$ cat src/rtl/seg7_scan.sv
// Four-digit multiplexed 7-segment scanner with per-frame input snapshot,
// anti-ghost blanking, leading-zero blanking and per-digit blink.
module seg7_scan #(
  parameter int SCAN_DIV     = 50000,
  parameter int BLANK_CYC    = 16,
  parameter int BLINK_FRAMES = 64
) (
  input  logic        CLK,
  input  logic        RST,
  input  logic [15:0] DIN,
  input  logic [3:0]  DP_IN,
  input  logic [3:0]  BLINK_EN,
  input  logic        LZB,
  output logic [3:0]  AN,
  output logic [6:0]  SEG,
  output logic        DP,
  output logic        FRAME
);

  localparam int PW = $clog2(SCAN_DIV);
  localparam logic [PW-1:0] P_LAST  = PW'(SCAN_DIV - 1);
  localparam logic [PW-1:0] P_BLANK = PW'(BLANK_CYC);
  localparam logic [7:0]    F_LAST  = 8'(BLINK_FRAMES - 1);

  logic [PW-1:0] p_q, p_d;
  logic [1:0]    i_q, i_d;
  logic [15:0]   din_s_q, din_s_d;
  logic [3:0]    dp_s_q, dp_s_d;
  logic [3:0]    blk_s_q, blk_s_d;
  logic [7:0]    fcnt_q, fcnt_d;
  logic          bp_q, bp_d;
  logic          frame_q, frame_d;
  logic [3:0]    an_q, an_d;
  logic [6:0]    seg_q, seg_d;
  logic          dp_q, dp_d;

  logic       wrap;
  logic       snap;
  logic [3:0] nib;
  logic       lz_sup;
  logic       en;

  function automatic logic [6:0] bcd7(input logic [3:0] n);
    unique case (n)
      4'd0:    bcd7 = 7'h40;
      4'd1:    bcd7 = 7'h79;
      4'd2:    bcd7 = 7'h24;
      4'd3:    bcd7 = 7'h30;
      4'd4:    bcd7 = 7'h19;
      4'd5:    bcd7 = 7'h12;
      4'd6:    bcd7 = 7'h02;
      4'd7:    bcd7 = 7'h78;
      4'd8:    bcd7 = 7'h00;
      4'd9:    bcd7 = 7'h10;
      default: bcd7 = 7'h3F;
    endcase
  endfunction

  always_comb begin
    wrap = (p_q == P_LAST);
    snap = wrap && (i_q == 2'd3);
    p_d  = wrap ? '0 : p_q + 1'b1;
    i_d  = wrap ? i_q + 2'd1 : i_q;

    din_s_d = snap ? DIN : din_s_q;
    dp_s_d  = snap ? DP_IN : dp_s_q;
    blk_s_d = snap ? BLINK_EN : blk_s_q;
    frame_d = snap;

    fcnt_d = fcnt_q;
    bp_d   = bp_q;
    if (snap) begin
      if (fcnt_q == F_LAST) begin
        fcnt_d = '0;
        bp_d   = ~bp_q;
      end else begin
        fcnt_d = fcnt_q + 8'd1;
      end
    end
  end

  always_comb begin
    nib = 4'd0;
    unique case (i_q)
      2'd0: nib = din_s_q[3:0];
      2'd1: nib = din_s_q[7:4];
      2'd2: nib = din_s_q[11:8];
      2'd3: nib = din_s_q[15:12];
    endcase

    // only the two leftmost digits may be blanked as leading zeros
    lz_sup = LZB && (din_s_q[15:12] == 4'd0) &&
             ((i_q == 2'd3) ||
              ((i_q == 2'd2) && (din_s_q[11:8] == 4'd0)));

    en = (p_q >= P_BLANK) && !lz_sup &&
         !(bp_q && blk_s_q[i_q]);

    an_d  = 4'hF;
    seg_d = 7'h7F;
    dp_d  = 1'b1;
    if (en) begin
      an_d[i_q] = 1'b0;
      seg_d     = bcd7(nib);
      dp_d      = ~dp_s_q[i_q];
    end
  end

  always_ff @(posedge CLK or posedge RST) begin
    if (RST) begin
      p_q     <= '0;
      i_q     <= '0;
      din_s_q <= '0;
      dp_s_q  <= '0;
      blk_s_q <= '0;
      fcnt_q  <= '0;
      bp_q    <= 1'b0;
      frame_q <= 1'b0;
      an_q    <= 4'hF;
      seg_q   <= 7'h7F;
      dp_q    <= 1'b1;
    end else begin
      p_q     <= p_d;
      i_q     <= i_d;
      din_s_q <= din_s_d;
      dp_s_q  <= dp_s_d;
      blk_s_q <= blk_s_d;
      fcnt_q  <= fcnt_d;
      bp_q    <= bp_d;
      frame_q <= frame_d;
      an_q    <= an_d;
      seg_q   <= seg_d;
      dp_q    <= dp_d;
    end
  end

  assign AN    = an_q;
  assign SEG   = seg_q;
  assign DP    = dp_q;
  assign FRAME = frame_q;

endmodule

$ cat config.mk
export PLATFORM = sky130hd
export DESIGN_NAME = seg7_scan
export DESIGN_NICKNAME = d
export VERILOG_FILES = /design/src/rtl/seg7_scan.sv
export SDC_FILE = /design/constraint.sdc
export NUM_CORES = 1
export LEC_CHECK = 0
export CAP_MARGIN = 15
export CORE_MARGIN = 2
export CORE_UTILIZATION = 50
export CTS_CLUSTER_SIZE = 8
export DETAILED_ROUTE_END_ITERATION = 10
export PLACE_DENSITY = 0.81
export SYNTH_ARGS = -nofsm -noshare
export SYNTH_HDL_FRONTEND = slang
export SYNTH_SLANG_ARGS = --single-unit
$ cat constraint.sdc
create_clock -name CLK -period 2.09 [get_ports CLK]
set_clock_uncertainty 0.2 [all_clocks]
set_input_delay 0.209 -clock CLK [delete_from_list [all_inputs] [get_ports CLK]]
set_output_delay 0.209 -clock CLK [all_outputs]
set_load 0.01 [all_outputs]
* Word level (Yosys, flattened, before mapping)
Memory sizes are Yosys's and may differ from the RTL's.
Index checks and enable logic that the tools add are counted.
** Operators by class
- Add/sub/neg operators :: 3
- Order comparisons :: 3
- Eq/ne operators :: 5
- Multiplexer cells :: 12
- Reductions and logical operators :: 15
- Bitwise gates (word level) :: 3
** Operator list (count)
- adder 16 x 1 -> 16 bit (second input constant) :: 1
- == test 16 bit (second input constant) :: 1
- greater-or-equal comparator 16 x 5 -> 1 bit (second input constant) :: 1
- two-way mux 16 bit :: 1
- case mux 4 bit (4 select lines) :: 1
- adder 8 x 1 -> 8 bit (second input constant) :: 1
- == test 8 x 6 -> 1 bit (second input constant) :: 1
- logical AND 1 bit :: 8
- logical NOT 4 bit :: 2
- two-way mux 8 bit :: 1
- two-way mux 7 bit :: 1
- binary-select mux 1 bit (select 2 bit) :: 2
- == test 2 bit (second input constant) :: 2
- two-way mux 1 bit :: 4
- two-way mux 4 bit :: 1
- NOT 4 bit :: 1
- less-than comparator 2 x 3 -> 1 bit (second input constant) :: 1
- adder 2 x 1 -> 2 bit (second input constant) :: 1
- demux 1 bit (select 2 bit) :: 1
- == test 2 x 1 -> 1 bit (second input constant) :: 1
- greater-or-equal comparator 2 x 1 -> 1 bit (second input constant) :: 1
- logical NOT 1 bit :: 2
- logical NOT 2 bit :: 1
- NOT 1 bit :: 2
- other kinds (2) :: 2
** Word-level totals
- Memories kept :: 1
- Word-level logic and storage cells :: 53
- ROM bits :: 112
- Output and inout port bits :: 13
- Bits in registers :: 64
- Bits of input ports :: 27
** Memory list
- (no name shown) :: words 16, bits a word 7, read ports 1, clocked after memory_dff 0, write ports 0, line 44 : unique case (n)

* Longest topological paths before layout
- Depth in word-level cells :: 8
- Gate-level depth with buffers :: 8
- Mapped depth without buffers :: 8

* Worst setup path before layout
OpenSTA, ideal clock, no wires.
- Kind :: reg2reg
- From :: register i_q[0]
- To :: register seg_q[4] (netlist: SEG[4])
- Buffers on the path :: 1
- Setup slack :: -0.198 ns
- Data arrival time :: 2.010 ns
- Stages on the path, launching flop included :: 9
- Clock period less this slack :: 2.288 ns
- Library setup time :: 0.079 ns
- Cells stage by stage :: dfrtp_1 -> inv_1 -> ha_1 -> clkbuf_1 -> mux2i_1 -> inv_1 -> ha_1 -> and3_1 -> o21ai_0
** Between the ends
- Cells in the longest elaborated chain, start to end :: 8
** RTL lines
- start: declaration :: line 26 : logic [1:0] i_q, i_d;
- start signal: assignment :: line 124 : i_q <= i_d;
- parallel branches: the longest is 7 deep, another holds memory (16 x 7 bit)
- two-way mux 7 bit * :: line 102 : if (en) begin
- named net seg_d[4] :: line 34 : logic [6:0] seg_q, seg_d;
- end signal: assignment :: line 132 : seg_q <= seg_d;
- end: declaration :: line 34
Mark *: on every way through the listed nets, which the timed path passes. The select of a mux whose other input is x is not followed.
A chain may end at the register's enable or synchronous reset.

* Final worst setup path
- From :: register i_q[0]
- To :: register seg_q[5] (netlist: SEG[5])
The elaborated chain is that of the path after synthesis.

==> qor.yml <==
global_route:
  gr-usage-all-layers_pct: 22.2
  grt_pass1_wl_um: 12100
  grt_start_max_net_pins: 29
  antenna_found_initial: 0
  grt_pass1_vias: 2434
  grt-ovfl-total: 0
clock_network:
  worstSkewPairLatency_ns: 0.35
  numCtsBuffers: 9
  cts_tree: "done"
  clk_transition_reported_paths_ns: 0.08
  root_buffer: "sky130_fd_sc_hd__clkbuf_8"
  number_of_h_tree_levels: 3
  clk_path_buf_depth: 2
  numClockSinks: 64
floorplanning:
  die_height_um: 83.4
  initial_core_util_pct: 52.4
  die_w_um: 83.4
  placement_rows: 28
  die_area_um2: 6960
  io_pins: 40
  area_of_the_core_um2: 6030
yosys:
  synth_cells: 257
  synth-async-reset-ratio_pct: 100
  synth.yosys.warnings: 0
  synth_area_um2: 3160
  netlist.top_cell.by_area: "sky130_fd_sc_hd__dfrtp_1"
  synth_top_cells_by_area: "sky130_fd_sc_hd__dfrtp_1, sky130_fd_sc_hd__dfstp_2, sky130_fd_sc_hd__mux2_4, sky130_fd_sc_hd__ha_1, sky130_fd_sc_hd__mux2_2"
  syn_nets: 295
  postSynth.topFlopCell: "sky130_fd_sc_hd__dfrtp_1"
  ys_ff_latch: 64
  post-synth-top-area-fraction_pct: 41.2
  syn_area_per_cell_um2: 12.3
  synth_cell_types: 47
  synth-edff-count: 0
  synth_sequential_area_ratio_pct: 51.2
placement:
  place.detailed.instances: 389
  portBuffers: 39
  placement.cell_area_um2: 3820
  gp_routability_congestion: 0.879
  detailedPlacementHpwl_um: 4880
power_and_ir_drop:
  reported_leakage_power_nw: 1.94
  vdd_ir_drop_max_uv: 583
  power_mw: 2.74
  power.density_cell_area_nw_per_um2: 625
critical_path:
  critical_path_peak_fanout: 6
  type_of_the_worst_setup_path: "register to register"
  timing.critical_path.arrival_ns: 2.21
  worst_setup_path_end_kind: "register"
  critPathLaunchType: "register"
  worstPathRequired_ns: 2.17
routing:
  antenna_violating_nets_post_route: 0
  initialDrtViolationCount: 135
  vias: 2439
  wl_um: 7860
  via_per_inst: 5.81
  route.detailed.drc: 0
  drt-wirelength-per-cell_um: 18.7
  drtPass1Iterations: 5
final_layout:
  fillCellCount: 377
  seqCellArea_um2: 1620
  diodes: 0
  final_core_util_pct: 72.8
  area_growth_pct: 39.1
  multi_input_comb_area_um2: 1600
  num-nets-final: 378
  final_cell_area_um2: 4390
  finalNonFillerCells: 420
  drive_above_1_share_pct: 39.4
timing:
  finalHoldViolations: 0
  finalSetupViolations: 6
  period_share_pct: 102
  tightest_pin_transition_ns: 0.510
  unrepaired_setup_endpoints_after_global_routing: "yes"
  maxClockFrequency_ghz: 0.469
  finalCriticalPeriod_ns: 2.13
  finalMaxSlewViolations: 0
  final_worst_slack_ns: -0.0401
  max-slew-margin-rel_pct: 66.0
  hold_slack_ns: 0.264
outcome:
  outcome: "complete, but fails checks"
  failed_checks: "negative setup slack"
min_path:
  hold_path_class: "input port to register"
flow_run:
  max-cap-violations: 0
per-stage QoR:
stage	TNS, ns	setup WS [ns]
3_3_place_gp	0	0.00901
5_1_grt	-1.09	-0.204
6_report	-0.125	-0.0401
3_5_place_dp	-0.505	-0.132
4_1_cts	-0.0228	-0.0115
2_1_floorplan	-0.0191	-0.0191
routing by layer:
metal	vias up	global-route usage, %	part of all wire [%]	wire [um]
met5	-	0	0	0
met4	0	6.60	1.6	129
met3	14	7.26	5.5	429
met2	105	36.6	51	3980
met1	1221	28.0	42	3310
li1	1099	-	-	-
final cells by class:
| cell class | count | share of cell area, % |
|---|---|---|
| Clock buffer | 12 | 3.53 |
| Multi-Input combinational cell | 169 | 36.4 |
| Tap cell | 75 | 2.14 |
| Inverter | 15 | 1.34 |
| Timing Repair Buffer | 81 | 18.0 |
| Clock inverter | 4 | 1.74 |
| Sequential cell | 64 | 36.9 |
cells by family after synthesis:
| logic type | synth area share [%] |
|---|---|
| and+or+nand+nor | 14.3 |
| DFF | 51.2 |
| muxes | 15.1 |
| AOI/OAI and AO/OA | 6.46 |
| buffers and inverters | 3.81 |
| xor gates and xnor gates | 4.72 |
| adders and majority gates | 4.36 |
state kept, by name (all words and copies together), names as in the netlist:
signal   cells
AN           4
DP           1
fcnt_q       8
FRAME        1
bp_q         1
p_q         16
blk_s_q      4
SEG          7
i_q          2
din_s_q     16
dp_s_q       4
repair_timing:
item                       4_1_cts  5_1_grt
cloned                           0        2
pin swaps                        7        8
buffers inserted                 6        6
setup endpoints to repair        6       39
hold endpoints to repair        15        0
hold buffers                     1        0
resized for setup               21       21
placed cells by master (no fill, tap or decap), drive strengths merged, types with 2 or more instances in the layout:
cell / instances
a211oi: 2
a21oi: 4
a222oi: 4
a31oi: 2
and2: 2
and3: 7
and4: 2
buf: 39
bufinv: 2
clkbuf: 14
clkdlybuf4s50: 39
dfrtp: 52
dfstp: 12
ha: 11
inv: 15
mux2: 29
mux2i: 3
mux4: 2
nand2: 15
nand3: 9
nand4: 12
nor2: 12
nor2b: 2
nor3: 6
nor4: 4
o211ai: 2
o21ai: 8
o41ai: 2
or4: 3
xnor2: 8
xor2: 9
cells in the mapped netlist (all sizes together) (3+ instances only):
library cell / n
a21oi: 4
a222oi: 4
and3: 7
buf: 7
dfrtp: 52
dfstp: 12
ha: 11
inv: 15
mux2: 29
mux2i: 3
nand2: 15
nand3: 9
nand4: 12
nor2: 12
nor3: 6
nor4: 4
o21ai: 8
or4: 3
xnor2: 8
xor2: 9
worst max-delay path: stages, from the launching register on:
cell and delay, ns:
sky130_fd_sc_hd__dfrtp_2 0.47, sky130_fd_sc_hd__inv_2 0.15, sky130_fd_sc_hd__ha_2 0.27, sky130_fd_sc_hd__buf_4 0.17, sky130_fd_sc_hd__mux2_2 0.42, sky130_fd_sc_hd__a211oi_2 0.26, sky130_fd_sc_hd__o21ai_0 0.13
report_power, final:
part	internal, mW	switching, mW
Combinational	0.124	0.0862
Sequential	1.28	0.0234
Clock	0.739	0.489
Total	2.15	0.599
path summary, 6_finish.rpt:
check,startpoint,end,slack [ns],cells past startpoint
setup / recovery,i_q[0],SEG[5],-0.04,6
hold / removal,DIN[2],din_s_q[2],0.26,2
setup reg to reg,i_q[0],SEG[5],-0.04,6
hold reg to reg,bp_q,bp_q,0.28,1
max in group asynchronous,RST,AN[2],0.61,4
min in group asynchronous,RST,p_q[0],0.52,3
No activity file was read; power rests on OpenSTA's default activity.
